[src/rtl/paddsb_pkg.sv]
// Shared lane geometry and saturation constants for the packed saturating adder.
// Pure definitions; no logic, no latency, no backpressure.
// Imported by the lane adder and the 16-bit top.
package paddsb_pkg;

  localparam int LANE_W    = 4;
  localparam int NUM_LANES = 4;

  typedef logic [LANE_W-1:0] lane_t;

  localparam lane_t SAT_POS = 4'h7;
  localparam lane_t SAT_NEG = 4'h8;

endpackage

[src/rtl/sat_add_4bit.sv]
// One 4-bit two's-complement lane adder with signed saturation.
// Latency: purely combinational.
// Backpressure: none; the output follows the inputs.
module sat_add_4bit
  import paddsb_pkg::*;
(
  input  lane_t a,
  input  lane_t b,
  output lane_t sum,
  output logic  sat
);

  lane_t g;
  lane_t p;
  lane_t c;
  lane_t s;
  logic  pos_ovf;
  logic  neg_ovf;

  assign g = a & b;
  assign p = a ^ b;

  // Lookahead carries; carry-in is zero so lanes never chain.
  assign c[0] = 1'b0;
  assign c[1] = g[0];
  assign c[2] = g[1] | (p[1] & g[0]);
  assign c[3] = g[2] | (p[2] & g[1]) | (p[2] & p[1] & g[0]);

  assign s = p ^ c;

  assign pos_ovf = ~a[3] & ~b[3] &  s[3];
  assign neg_ovf =  a[3] &  b[3] & ~s[3];

  always_comb begin
    sum = s;
    sat = 1'b0;
    if (pos_ovf) begin
      sum = SAT_POS;
      sat = 1'b1;
    end else if (neg_ovf) begin
      sum = SAT_NEG;
      sat = 1'b1;
    end
  end

endmodule

[src/rtl/paddsb_16bit.sv]
// Packed 4x4-bit saturating adder with per-lane saturation flags.
// Latency: 1 cycle (registered Sum/Sat), new result every cycle.
// Backpressure: none; no enable or handshake.
module paddsb_16bit
  import paddsb_pkg::*;
(
  input  logic                        clk,
  input  logic                        rst_n,
  input  logic [LANE_W*NUM_LANES-1:0] A,
  input  logic [LANE_W*NUM_LANES-1:0] B,
  output logic [LANE_W*NUM_LANES-1:0] Sum,
  output logic [NUM_LANES-1:0]        Sat
);

  logic [LANE_W*NUM_LANES-1:0] lane_sum;
  logic [NUM_LANES-1:0]        lane_sat;

  for (genvar i = 0; i < NUM_LANES; i++) begin : g_lane
    sat_add_4bit u_lane (
      .a   (A[LANE_W*i +: LANE_W]),
      .b   (B[LANE_W*i +: LANE_W]),
      .sum (lane_sum[LANE_W*i +: LANE_W]),
      .sat (lane_sat[i])
    );
  end

  always_ff @(posedge clk or negedge rst_n) begin
    if (!rst_n) begin
      Sum <= '0;
      Sat <= '0;
    end else begin
      Sum <= lane_sum;
      Sat <= lane_sat;
    end
  end

endmodule

[config.mk]
export PLATFORM = sky130hd
export DESIGN_NAME = paddsb_16bit
export DESIGN_NICKNAME = d
export VERILOG_FILES = /design/src/rtl/paddsb_pkg.sv /design/src/rtl/sat_add_4bit.sv /design/src/rtl/paddsb_16bit.sv
export SDC_FILE = /design/constraint.sdc
export NUM_CORES = 1
export LEC_CHECK = 0
export CORE_MARGIN = 2
export CORE_UTILIZATION = 30
export DETAILED_ROUTE_END_ITERATION = 6
export PLACE_DENSITY = 0.61
export SLEW_MARGIN = 20
export SYNTH_ARGS = -nofsm -noshare
export SYNTH_HDL_FRONTEND = slang
export SYNTH_SLANG_ARGS = --single-unit
[constraint.sdc]
create_clock -name clk -period 0.8 [get_ports clk]
set_clock_uncertainty 0.1 [all_clocks]
set_input_delay 0.16 -clock clk [delete_from_list [all_inputs] [get_ports clk]]
set_output_delay 0.16 -clock clk [all_outputs]
set_load 0.02 [all_outputs]
==> results of run 1 <==
## synth_stat cells
master	count
nor3b_1	4
a21oi_2	2
a21oi_1	2
nand2b_1	6
mux2i_1	2
nand3b_1	2
fa_1	4
a31o_2	2
a311oi_1	2
o21ai_0	10
a21oi_4	2
o211ai_1	2
a21o_1	10
inv_1	12
a21boi_2	4
o2bb2ai_1	4
nor2b_1	2
mux2_4	4
dfrtp_1	20
xor2_1	4
nand2_1	6
nor2_1	4
ha_1	20
o31ai_1	2
## layer usage
metal | GRT usage [%] | up-vias | wire length [µm]
met5 | 0 | - | 0
met4 | 3.03 | 0 | 21
met3 | 2.88 | 4 | 204
met2 | 30.1 | 39 | 2160
met1 | 15.9 | 648 | 1430
li1 | - | 652 | -
## cell type report
class	instances	area [µm²]
Clock buffer	3	41.3
Clock inverter	1	30.0
Multi-Input combinational cell	100	1230
Tap cell	54	67.6
Inverter	12	45.0
Fill cell	405	1960
Timing Repair Buffer	89	818
Sequential cell	20	500
## cell families (layout without fill, tap and decap cells)
family / Yosys count / after routing / share of synthesized area [%]
adders and majority gates: 24 / 24 / 22.7
xor gates and xnor gates: 4 / 4 / 2.41
muxes: 6 / 6 / 5.51
DFF: 20 / 20 / 34.4
buffers and inverters: 12 / 105 / 3.10
AOI/OAI and AO/OA: 42 / 42 / 22.7
and+or+nand+nor: 24 / 24 / 9.12
## timing repair
| item | 4_1_cts | 5_1_grt |
|---|---|---|
| gates resized for setup | 256 | 9 |
| endpoints found under the setup margin | 40 | 40 |
| setup buffers | 3 | 3 |
| pin swaps | 21 | 12 |
| hold buffers | 0 | 0 |
## worst paths after layout
check                      start      end  slack [ps]
max                        A[13]  Sum[14]        -500
min                        rst_n   Sat[0]         140
max in group asynchronous  rst_n   Sum[9]         330
min in group clk            A[4]   Sum[4]         140
## power by group through the flow
stage / registers (mW) / logic (mW) / clock network, mW
after floorplan: 1.47 / 0.560 / 0
after global placement: 1.25 / 1.59 / 0
after detailed placement: 1.25 / 1.63 / 0
after CTS: 1.27 / 1.90 / 1.02
after global routing: 1.28 / 2.10 / 1.07
final: 1.27 / 1.95 / 1.00
## sequential cells by signal, summed over array words and instances (netlist names)
signal	cells
Sum	16
Sat	4
## stage by stage
step	cell area [µm²]	TNS (ps)	util, %	hold WS, ps	power [mW]
after floorplan	1510	-11460	-	-236	2.03
after global placement	2340	-30140	49.9	419	2.84
after detailed placement	2340	-30800	49.9	418	2.88
after CTS	2690	-13940	57.3	137	4.19
after global routing	2740	-14880	58.3	150	4.45
final	2740	-13590	58.3	142	4.22
==> summary.md, run 1 <==
| Metric | Value |
|---|---|
| Most frequent cells in the layout | 32 x buf_4, 27 x buf_6, 20 x dfrtp_1 |
| Mapped Cells | 132 |
| Initial antenna violation count | 0 |
| CTS buffer count | 3 |
| Critical path type | in -> reg |
| Tot GR Track Use | 15.0% |
| Die area | 5420 µm² |
| Vias in the first global route | 1474 |
| Wirelength per Cell | 13.7 µm |
| Post-synth top area share | 34.4% |
| Clock-pin slew on the worst setup and hold paths | 80 ps |
| CTS tree | done |
| Net Count, Synth | 190 |
| Fin cells | 279 |
| P_int | 2.93 mW |
| Gp weighted congestion | 0.810 |
| Yosys reg bits | 20 |
| Largest net degree at the start of global routing | 21 |
| Die Ht | 73.6 µm |
| First-pass GRT wire length | 6380 µm |
| Slew HR | 78.3% |
| Post-Syn Area per Cell | 11.0 µm² |
| Vias | 1343 |
| Final slew viol count | 0 |
| Final hold viol count | 0 |
| Share of total power in the clock network | 23.8% |
| Net Sw Power | 1.28 mW |
| First drt pass iteration count | 4 |
| Area contributors post-synth | dfrtp_1 34%, ha_1 17%, fa_1 5.5% |
| Worst-Margin Slew | 323 ps |
| Antenna viol nets, final | 0 |
| Arrival time at the worst endpoint | 1350 ps |
| Required @ worst endpoint | 850 ps |
| CP Capture Type | flop |
| CP delay by family, top | compound AO/OA/AOI/OAI gates |
| Routed WL | 3820 µm |
| Stages on the worst setup path | 6 |
| Place WS | -1220 ps |
| Ratio of cells with drive above 1 in the final layout | 56.9% |
| Synthesized area | 1450 µm² |
| Placed Cells | 269 |
| Startpoint types | primary input |
| Slowest CP cell | mux2_4 |
| Combinational Power Share | 46.2% |
| Failing checks | negative setup slack |
| Share of power burned in registers | 30.0% |
| Achievable Freq | 768 MHz |
| Commonest non-fill, non-tap cell in the layout | buf_4 |
| Worst stage delay on the critical path | 350 ps |
| Synth cell types | 24 |
| Drt drc | 0 |
| Die Wd | 73.6 µm |
| Iteration-0 DRC Markers | 49 |
| Cell taking the most area after synthesis | dfrtp_1 |
| RSZ-0062 raised after global routing | yes |
| Sequential cell area fraction in the yosys report | 34.4% |
| Nets | 284 |
| Sw frac | 30.5% |
| Maxcap violations | 0 |
| Worst setup margin | -502 ps |
| Final setup viols | 40 |
| ANT cells | 0 |
| Hold WC Path Type | in -> async |
| Status | finished, violations left |
| CP Max Fanout | 5 |
| CTS H-Tree Depth | 1 |
| YS warnings | 0 |
| Post-DP HPWL | 2930 µm |
| Leak pwr | 1.25 nW |
| Peak supply drop | 848 µV |
| Core Region | 4690 µm² |
| Via-per-instance ratio | 4.81 |
| P&R area growth vs syn | 88.2% |
| PD cells | 1540 nW/µm² |
| CTS Root Cell | clkbuf_8 |
| Clock buffer depth | 2 |
| Initial Util | 31.0% |
| IO buf count | 53 |
| Final period util | 163% |
| CP Cell Sequence | buf_8, ha_4, a21o_1, a21oi_4, mux2_4, a21boi_2 |
| I/O pin count | 54 |
| Clk sink count | 20 |
| Grt total ovfl | 0 |
| Buf/Inv on CP | 1 |
| Minimum clock period | 1300 ps |
| Standard-cell rows | 25 |
Note: power is estimated with default switching activity, not from simulation.
==> inputs of run 2 (changes only) <==
--- a/config.mk
+++ b/config.mk
@@ -7,7 +7,9 @@
 export LEC_CHECK = 0
 export CORE_MARGIN = 2
 export CORE_UTILIZATION = 30
+export CTS_CLUSTER_SIZE = 30
 export DETAILED_ROUTE_END_ITERATION = 6
+export MAX_ROUTING_LAYER = met4
 export PLACE_DENSITY = 0.61
 export SLEW_MARGIN = 20
 export SYNTH_ARGS = -nofsm -noshare
==> run 2 against run 1 <==
The flow still finishes with violations (negative setup slack). Maximum frequency hardly changed. Sequential cell count unchanged. Die area did not move. Non-clock buffer count did not move. First-iteration DRC count is 31% lower. Sequential share of layout area did not move. Critical path type unchanged. Via count up 0.15%. Combinational power about the same. Hold slack worse by 2.1 ps. Design area stayed put. Count of clock-buffer cells in the layout did not move. Largest cell class unchanged. Sequential power is essentially flat.
==> summary.md, run 2 (synthesized netlist as in run 1, its figures left out) <==
| Metric | Value |
|---|---|
| Status | finished, violations left (unchanged) |
| Failing checks | negative setup slack (unchanged) |
| Fillers | 405 (unchanged) |
| Post-layout util | 58.3% (unchanged) |
| Ratio of cells with drive above 1 in the final layout | 56.9% (unchanged) |
| Core Region | 4690 µm² (unchanged) |
| First-pass GRT wire length | 6400 µm (was 6380 µm) |
| Worst-Margin Slew | 323 ps (about the same) |
| Nets | 284 (unchanged) |
| Largest net degree at the start of global routing | 21 (unchanged) |
| First drt pass iteration count | 4 (unchanged) |
| Arrival time at the worst endpoint | 1350 ps (about the same) |
| Post-CTS Hold Fix Bufs | 0 (unchanged) |
| Tot GR Track Use | 15.5% (was 15.0%) |
| Achievable Freq | 769 MHz (was 768 MHz) |
| Initial antenna violation count | 0 (unchanged) |
| Clock buffer depth | 2 (unchanged) |
| CTS tree | done (unchanged) |
| Final period util | 163% (about the same) |
| Die Ht | 73.6 µm (unchanged) |
| Number of flip-flops under the largest register name | 16 (unchanged) |
| RSZ-0062 raised after global routing | yes (unchanged) |
| Maxcap violations | 0 (unchanged) |
| Buf/Inv on CP | 1 (unchanged) |
| Slowest CP cell | mux2_4 (unchanged) |
| Slew HR | 78.3% (about the same) |
| Most frequent cells in the layout | 32 x buf_4, 27 x buf_6, 20 x dfrtp_1 (unchanged) |
| CP delay by family, top | compound AO/OA/AOI/OAI gates (unchanged) |
| Gp weighted congestion | 0.822 (was 0.810) |
| Iteration-0 DRC Markers | 34 (was 49) |
| Clock-pin slew on the worst setup and hold paths | 80 ps (about the same) |
| Vias in the first global route | 1476 (was 1474) |
| Minimum clock period | 1300 ps (about the same) |
| Startpoint types | primary input (unchanged) |
| Final Cell Area | 2740 µm² (unchanged) |
| Die area | 5420 µm² (unchanged) |
| CP Max Fanout | 5 (unchanged) |
| Wirelength per Cell | 13.7 µm (about the same) |
| Hold WC Path Type | in -> async (unchanged) |
| CP Capture Type | flop (unchanged) |
| Via-per-instance ratio | 4.82 (was 4.81) |
| Final setup viols | 40 (unchanged) |
| Register area | 500 µm² (unchanged) |
| P&R area growth vs syn | 88.2% (unchanged) |
| Peak supply drop | 848 µV (about the same) |
| Routed WL | 3820 µm (about the same) |
| Final slew viol count | 0 (unchanged) |
| Clk sink count | 20 (unchanged) |
| I/O pin count | 54 (unchanged) |
| CTS H-Tree Depth | 1 (unchanged) |
| Commonest non-fill, non-tap cell in the layout | buf_4 (unchanged) |
| ANT cells | 0 (unchanged) |
| Drt drc | 0 (unchanged) |
| Vias | 1345 (was 1343) |
| CP Cell Sequence | buf_8, ha_4, a21o_1, a21oi_4, mux2_4, a21boi_2 (unchanged) |
| Worst stage delay on the critical path | 350 ps (about the same) |
| Antenna viol nets, final | 0 (unchanged) |
| CTS Root Cell | clkbuf_8 (unchanged) |
| Post-DP HPWL | 2930 µm (unchanged) |
| Worst setup margin | -501 ps (was -502 ps) |
| PD cells | 1540 nW/µm² (about the same) |
| Leak pwr | 1.25 nW (unchanged) |
| Initial Util | 31.0% (unchanged) |
| Regs by FF count | Sum (16), Sat (4) (unchanged) |
| CTS buffer count | 3 (unchanged) |
| Final hold viol count | 0 (unchanged) |
| Largest Register | Sum (unchanged) |
| IO buf count | 53 (unchanged) |
| Grt total ovfl | 0 (unchanged) |
| Critical path type | in -> reg (unchanged) |
| Standard-cell rows | 25 (unchanged) |
| Multi-input gate area | 1230 µm² (unchanged) |
| Die Wd | 73.6 µm (unchanged) |
| Required @ worst endpoint | 850 ps (about the same) |
| Placed Area | 2340 µm² (unchanged) |
[run 2: area by class of cell]
cell class                      count  share of cell area (%)
Multi-Input combinational cell    100                    45.1
Timing Repair Buffer               89                    29.9
Tap cell                           54                    2.47
Clock buffer                        3                    1.51
Inverter                           12                    1.65
Clock inverter                      1                    1.10
Sequential cell                    20                    18.3
[run 2: per-stage QoR]
stage               setup TNS (ps)  power (mW)  instances  setup slack [ps]  hold WS [ps]
finish                      -13590        4.22        279              -501           140
global route                -14880        4.45        279              -530           150
CTS                         -13940        4.19        276              -525           137
detailed placement          -30800        2.88        269             -1220           418
global placement            -30140        2.84        269             -1190           419
floorplan                   -11460        2.03        132              -645          -236
[run 2: final timing paths]
path	from	end	slack (ps)	depth (start not counted)
max	A[13]	Sum[14]	-500	6
max in group asynchronous	rst_n	Sum[9]	330	2
min in group clk	A[4]	Sum[4]	140	3
min	rst_n	Sum[4]	140	2
[run 2: timing repair]
action,in CTS,in global routing
setup endpoints to repair,40,40
resized for setup,256,9
setup buffers,3,3
pin swaps,21,12
[run 2: per-layer routing]
layer | vias to the layer above | share of wire [%] | track usage, %
met5 | - | 0 | -
met4 | 0 | 0.47 | 3.03
met3 | 2 | 4.8 | 2.61
met2 | 39 | 57 | 30.1
met1 | 651 | 38 | 16.3
li1 | 653 | - | -
[run 2: where the power goes]
| group | leakage, nW | total [mW] | internal [mW] | switching [mW] |
|---|---|---|---|---|
| clock network | 0.0357 | 1.00 | 0.667 | 0.336 |
| logic | 0.975 | 1.95 | 1.08 | 0.867 |
| registers | 0.238 | 1.27 | 1.18 | 0.0841 |
==> inputs of run 3 (changes only) <==
--- a/config.mk
+++ b/config.mk
@@ -9,7 +9,6 @@
 export CORE_UTILIZATION = 30
 export CTS_CLUSTER_SIZE = 30
 export DETAILED_ROUTE_END_ITERATION = 6
-export MAX_ROUTING_LAYER = met4
 export PLACE_DENSITY = 0.61
 export SLEW_MARGIN = 20
 export SYNTH_ARGS = -nofsm -noshare
==> results of run 3 <==
No change in the layout: final DEF, timing and power equal those of run 1.
